$ cat config.mk
export PLATFORM = sky130hd
export DESIGN_NAME = windowed_register_file
export DESIGN_NICKNAME = d
export VERILOG_FILES = /design/src/rtl/rf_window_pkg.sv /design/src/rtl/window_reg_map.sv /design/src/rtl/windowed_register_file.sv
export SDC_FILE = /design/constraint.sdc
export NUM_CORES = 2
export LEC_CHECK = 0
export CORE_ASPECT_RATIO = 1.75
export CORE_MARGIN = 3
export CORE_UTILIZATION = 57
export CTS_CLUSTER_DIAMETER = 200
export DETAILED_ROUTE_END_ITERATION = 10
export GPL_ROUTABILITY_DRIVEN = 0
export PLACE_DENSITY = 0.69
export REMOVE_ABC_BUFFERS = 1
export SYNTH_ARGS = -nofsm -noshare
export SYNTH_HDL_FRONTEND = slang
export SYNTH_SLANG_ARGS = --single-unit
$ cat constraint.sdc
create_clock -name clk -period 6.6 [get_ports clk]
set_input_delay 1.32 -clock clk [delete_from_list [all_inputs] [get_ports clk]]
set_output_delay 1.32 -clock clk [all_outputs]
set_load 0.02 [all_outputs]
$ cat src/rtl/rf_window_pkg.sv
// Shared constants and the logical-to-physical mapping for the windowed register file.
package rf_window_pkg;

   // Logical register group bases within a window
   localparam int unsigned GLOBAL_BASE = 0;
   localparam int unsigned OUT_BASE    = 8;
   localparam int unsigned LOCAL_BASE  = 16;
   localparam int unsigned IN_BASE     = 24;

   // Physical distance between adjacent windows: outs plus locals (ins overlap the next window's outs)
   localparam int unsigned WIN_STRIDE = (LOCAL_BASE - OUT_BASE) + (IN_BASE - LOCAL_BASE);

   // Globals map straight through; windowed registers wrap modulo the windowed storage size.
   // 16*cwp + (logical-8) never reaches twice the windowed size, so one conditional subtract suffices.
   function automatic int unsigned phys_index(input int unsigned logical,
                                              input int unsigned cwp,
                                              input int unsigned nwindows);
      int unsigned rel;
      int unsigned result;
      if (logical < OUT_BASE) begin
         result = GLOBAL_BASE + logical;
      end else begin
         rel = WIN_STRIDE * cwp + (logical - OUT_BASE);
         if (rel >= WIN_STRIDE * nwindows) begin
            rel = rel - WIN_STRIDE * nwindows;
         end
         result = OUT_BASE + rel;
      end
      return result;
   endfunction

endpackage

$ cat src/rtl/window_reg_map.sv
// Combinational translator from a logical register select to a physical storage index.
module window_reg_map #(
   parameter int NWINDOWS = 4
) (
   input  logic [4:0]                               logical_i,
   input  logic [$clog2(NWINDOWS)-1:0]              cwp_i,
   output logic [$clog2(8 + 16*NWINDOWS)-1:0]       phys_o
);
   import rf_window_pkg::*;

   localparam int PIDX_W = $clog2(8 + 16*NWINDOWS);

   assign phys_o = PIDX_W'(phys_index(32'(logical_i), 32'(cwp_i), NWINDOWS));

endmodule

$ cat src/rtl/windowed_register_file.sv
// Windowed integer register file: three combinational read ports, one write port,
// CWP/WIM window control with registered overflow/underflow trap pulses.
module windowed_register_file #(
   parameter int WIDTH    = 32,
   parameter int NWINDOWS = 4,
   parameter int BYPASS   = 1
) (
   input  logic                        clk,
   input  logic                        rst_n,
   input  logic [4:0]                  RA,
   input  logic [4:0]                  RB,
   input  logic [4:0]                  RD,
   output logic [WIDTH-1:0]            PA,
   output logic [WIDTH-1:0]            PB,
   output logic [WIDTH-1:0]            PD,
   input  logic [4:0]                  RW,
   input  logic [WIDTH-1:0]            PW,
   input  logic                        LE,
   input  logic                        save,
   input  logic                        restore,
   input  logic                        wim_we,
   input  logic [NWINDOWS-1:0]         wim_in,
   output logic [$clog2(NWINDOWS)-1:0] cwp,
   output logic [NWINDOWS-1:0]         wim,
   output logic                        ovf_trap,
   output logic                        unf_trap
);
   import rf_window_pkg::*;

   localparam int CW     = $clog2(NWINDOWS);
   localparam int NPHYS  = 8 + 16*NWINDOWS;
   localparam int PIDX_W = $clog2(NPHYS);

   logic [WIDTH-1:0]    regs_q [NPHYS];
   logic [CW-1:0]       cwp_q, cwp_d;
   logic [NWINDOWS-1:0] wim_q, wim_d;
   logic                ovf_q, ovf_d;
   logic                unf_q, unf_d;
   logic [CW-1:0]       save_tgt, rest_tgt;
   logic [PIDX_W-1:0]   pa_idx, pb_idx, pd_idx, pw_idx;
   logic                wr_fwd;
   logic                wr_en;

   window_reg_map #(.NWINDOWS(NWINDOWS)) u_map_a (.logical_i(RA), .cwp_i(cwp_q), .phys_o(pa_idx));
   window_reg_map #(.NWINDOWS(NWINDOWS)) u_map_b (.logical_i(RB), .cwp_i(cwp_q), .phys_o(pb_idx));
   window_reg_map #(.NWINDOWS(NWINDOWS)) u_map_d (.logical_i(RD), .cwp_i(cwp_q), .phys_o(pd_idx));
   window_reg_map #(.NWINDOWS(NWINDOWS)) u_map_w (.logical_i(RW), .cwp_i(cwp_q), .phys_o(pw_idx));

   // r0 is hard-wired to zero, so writes to it are dropped and never forwarded
   assign wr_en  = LE && (RW != 5'd0);
   assign wr_fwd = (BYPASS != 0) && wr_en;

   assign PA = (RA == 5'd0) ? '0 : (wr_fwd && (RW == RA)) ? PW : regs_q[pa_idx];
   assign PB = (RB == 5'd0) ? '0 : (wr_fwd && (RW == RB)) ? PW : regs_q[pb_idx];
   assign PD = (RD == 5'd0) ? '0 : (wr_fwd && (RW == RD)) ? PW : regs_q[pd_idx];

   assign save_tgt = (cwp_q == '0) ? CW'(NWINDOWS-1) : cwp_q - 1'b1;
   assign rest_tgt = (cwp_q == CW'(NWINDOWS-1)) ? '0 : cwp_q + 1'b1;

   // Window movement and trap decision; checks use the WIM value held before this edge
   always_comb begin
      cwp_d = cwp_q;
      ovf_d = 1'b0;
      unf_d = 1'b0;
      wim_d = wim_we ? wim_in : wim_q;
      if (save && !restore) begin
         if (wim_q[save_tgt]) ovf_d = 1'b1;
         else                 cwp_d = save_tgt;
      end else if (restore && !save) begin
         if (wim_q[rest_tgt]) unf_d = 1'b1;
         else                 cwp_d = rest_tgt;
      end
   end

   // Control state: CWP, WIM and the one-cycle trap pulses
   always_ff @(posedge clk or negedge rst_n) begin
      if (!rst_n) begin
         cwp_q <= '0;
         wim_q <= {1'b1, {(NWINDOWS-1){1'b0}}};
         ovf_q <= 1'b0;
         unf_q <= 1'b0;
      end else begin
         cwp_q <= cwp_d;
         wim_q <= wim_d;
         ovf_q <= ovf_d;
         unf_q <= unf_d;
      end
   end

   // Register storage; the write index is resolved under the CWP in effect before the edge
   always_ff @(posedge clk or negedge rst_n) begin
      if (!rst_n) begin
         for (int i = 0; i < NPHYS; i++) regs_q[i] <= '0;
      end else if (wr_en) begin
         regs_q[pw_idx] <= PW;
      end
   end

   assign cwp      = cwp_q;
   assign wim      = wim_q;
   assign ovf_trap = ovf_q;
   assign unf_trap = unf_q;

endmodule

==> summary.txt <==
Status
  – Status: complete, but fails checks
  – Failing checks: negative setup slack

Global routing
  – GRT Residual Overflow: 0
  – Initial antenna violation count: 39
  – First-pass GRT wire length: 827 mm
  – Tot GR Track Use: 0.457
  – Maximum number of pins on one net before global-route repair: 161
  – Vias in the first global route: 107000

Floorplan
  – Die area: 259000 µm²
  – Core area: 251000 µm²
  – Rows: 243
  – Die Y-Extent: 671 µm
  – Initial Utilization: 0.574
  – Io pins: 166
  – Die X: 386 µm

Synthesis
  – Warnings, synthesis: 0
  – Sequential fraction of the synthesis area: 0.401
  – Prevailing post-synth register cell: dfrtp_1
  – FFs w/ async S/R, synth: 1.00
  – Avg Inst Size Synth: 15.3 µm²
  – Netlist cell types: 76
  – Post-Syn Instances: 9402
  – Synthesized flop and latch total: 2312
  – Post-synth EDFFs: 0
  – Mapped cell area: 144000 µm²

Timing
  – Worst hold slack: 0.212 ns
  – Final WS setup: -0.0265 ns
  – RSZ-0062 raised after global routing: true
  – Part of the cycle the worst path needs: 1.00
  – Final worst path period need: 6.63 ns
  – Hold Violations, Final: 0
  – Setup Skew: 0.0481 ns
  – Relative slew slack: 0.0320
  – Slew Viols, Final: 0
  – Fmax: 0.151 GHz
  – Least-Margin Pin Slew: 1.45 ns
  – Setup violators final: 4

Route
  – Antenna Nets Post-Route: 0
  – Final WL: 589 mm
  – Per-cell routed wire length: 45.3 µm
  – Vias: 105000
  – DRC violations left: 0
  – Drt via density: 8.10
  – DR pass1 iterations: 6
  – Initial drt markers: 14400

Worst setup path
  – Worst reg2reg path depth: 12
  – Critical Path RT: 5.28 ns
  – Crit. Startpoint: RD[4]
  – Crit path DAT: 5.31 ns
  – Crit path launch type: primary input
  – RR Startpoint: cwp[1]
  – Worst Setup EP: PD[15]
  – Crit path max fanout: 6
  – Crit. End Element: primary output
  – R2r endpoint: regs_q[1534]
  – Flop2flop setup slack: 1.55 ns
  – Crit Path Class: in -> out

Layout
  – Most common cell after layout, fill and taps aside: mux2_2
  – # nets final: 9587
  – Most frequent cells in the layout: mux2_2, dfrtp_1, mux4_2, buf_4, mux2i_1
  – Layout overhead on the synthesized area: 12.6%
  – Multi-input logic area: 82600 µm²
  – Register area: 57900 µm²
  – Cell area after layout: 162000 µm²
  – Share of cells above drive strength 1: 0.583
  – Final core utilization: 0.647
  – Fillers: 18000

Placement
  – Pre-CTS WS: -0.654 ns
  – Placed Instance Area: 154000 µm²
  – PortBufs: 165
  – DP HPWL: 387 mm

Clock network
  – Worst-skew pair later-pin latency: 0.95 ns
  – Longest Clk Path Bufs: 4
  – CTS Root Cell: clkbuf_16
  – Post-CTS Repair Setup Buffers: 0
  – CTS Buf Count: 224
  – H-tree lvl count: 4
  – Post-CTS Hold Buffers: 0
  – CTS tree: done
  – Clk sink count: 2312
  – Reg clk slew, reported paths: 0.06 ns

Pwr
  – Power Density: 440 nW/µm²
  – Pleak: 71.4 nW
  – Peak supply drop: 265 µV
  – Total Power: 0.0714 W

Job
  – MaxCap Viol Count: 0

Hold path
  – Hold Crit Class: in -> async
==> worst min path at each step <==
stage	start	end	slack, ns	cells after the start
final	rst_n	regs_q[314]	0.21	1
after global routing	rst_n	regs_q[314]	0.28	1
after floorplan	regs_q[190]	regs_q[190]	0.49	1
after CTS	rst_n	regs_q[314]	0.26	1
after global placement	regs_q[62]	regs_q[62]	0.50	1
after detailed placement	regs_q[100]	regs_q[100]	0.52	1
==> final cells by class <==
class	instances	area share
multi-input cells	5962	0.509
flip-flops and latches	2312	0.356
repair buffers	955	0.0617
clock buffers	317	0.0400
well taps	3307	0.0255
clock inverters	80	0.00650
inverters	28	0.000693
diodes	39	0.000601
==> what timing repair did <==
action                                  4_1_cts  5_1_grt
cloned                                        0        0
pin swaps                                     5        2
resized for setup                            43       24
endpoints found under the setup margin       57       38
==> report_power, final <==
| part | switching (W) | internal, W |
|---|---|---|
| Clock | 0.00599 | 0.00776 |
| Sequential | 0.00625 | 0.0202 |
| Combinational | 0.0143 | 0.0169 |
==> state kept, by name, indices dropped and copies added (netlist names) <==
signal and cells:
ovf_trap 1, cwp 2, regs_q 2304, unf_trap 1, wim 4
==> synthesized netlist by cell type (10+ instances only) <==
cell / count / area (µm²)
nand2b_1: 12 / 75.1
a22oi_1: 74 / 556
buf_4: 25 / 188
xnor2_1: 11 / 96.3
a31oi_1: 10 / 62.6
mux2_1: 41 / 462
a32oi_1: 39 / 342
a21oi_1: 122 / 611
xor2_1: 19 / 166
nor4_1: 50 / 313
o21ai_0: 35 / 175
nand3_1: 41 / 205
inv_1: 25 / 93.8
ha_1: 42 / 526
mux2_2: 2311 / 26000
o22ai_1: 96 / 601
nand2_1: 197 / 739
buf_1: 116 / 435
dfrtp_1: 2311 / 57800
o211ai_1: 59 / 443
nor2b_1: 69 / 432
buf_2: 448 / 2240
mux4_2: 1894 / 42700
o2111ai_1: 15 / 131
clkbuf_1: 509 / 1910
a211oi_1: 67 / 503
nor2_1: 124 / 465
mux2i_1: 396 / 3960
o32ai_1: 64 / 561
o31a_1: 31 / 272
nor3_1: 23 / 115
==> critical path: stages <==
cell and delay [ns]:
clkdlybuf4s50_1 0.48, inv_1 0.07, ha_1 0.27, inv_1 0.05, ha_1 0.18, ha_1 0.35, xor2_1 0.20, buf_4 0.23
nand2_1 0.32, nand2_1 0.37, buf_4 0.33, o22ai_1 0.15, a221o_1 0.41, o22ai_1 0.27, buf_4 0.19, buf_12 0.11
==> per-stage QoR <==
| step | instances | setup TNS, ns |
|---|---|---|
| after floorplan | 8302 | -116.72 |
| after global placement | 12600 | -13.31 |
| after detailed placement | 12600 | -9.98 |
| after CTS | 13000 | 0 |
| after global routing | 13000 | -0.0910 |
| final | 13000 | -0.0502 |
==> metal layers <==
layer,track usage,part of all wire
met5,0,0.00052
met1,0.532,0.31
met2,0.655,0.44
met4,0.417,0.12
met3,0.170,0.13
==> cell families after synthesis <==
kind of cell,after synthesis,synth area share
muxes,4642,0.507
DFF,2312,0.401
buffers and inverters,1128,0.0339
AOI/OAI and AO/OA,675,0.0336
and+or+nand+nor,573,0.0191
adders and majority gates,42,0.00364
xor gates and xnor gates,30,0.00182
Note: power is estimated with default switching activity, not from simulation.
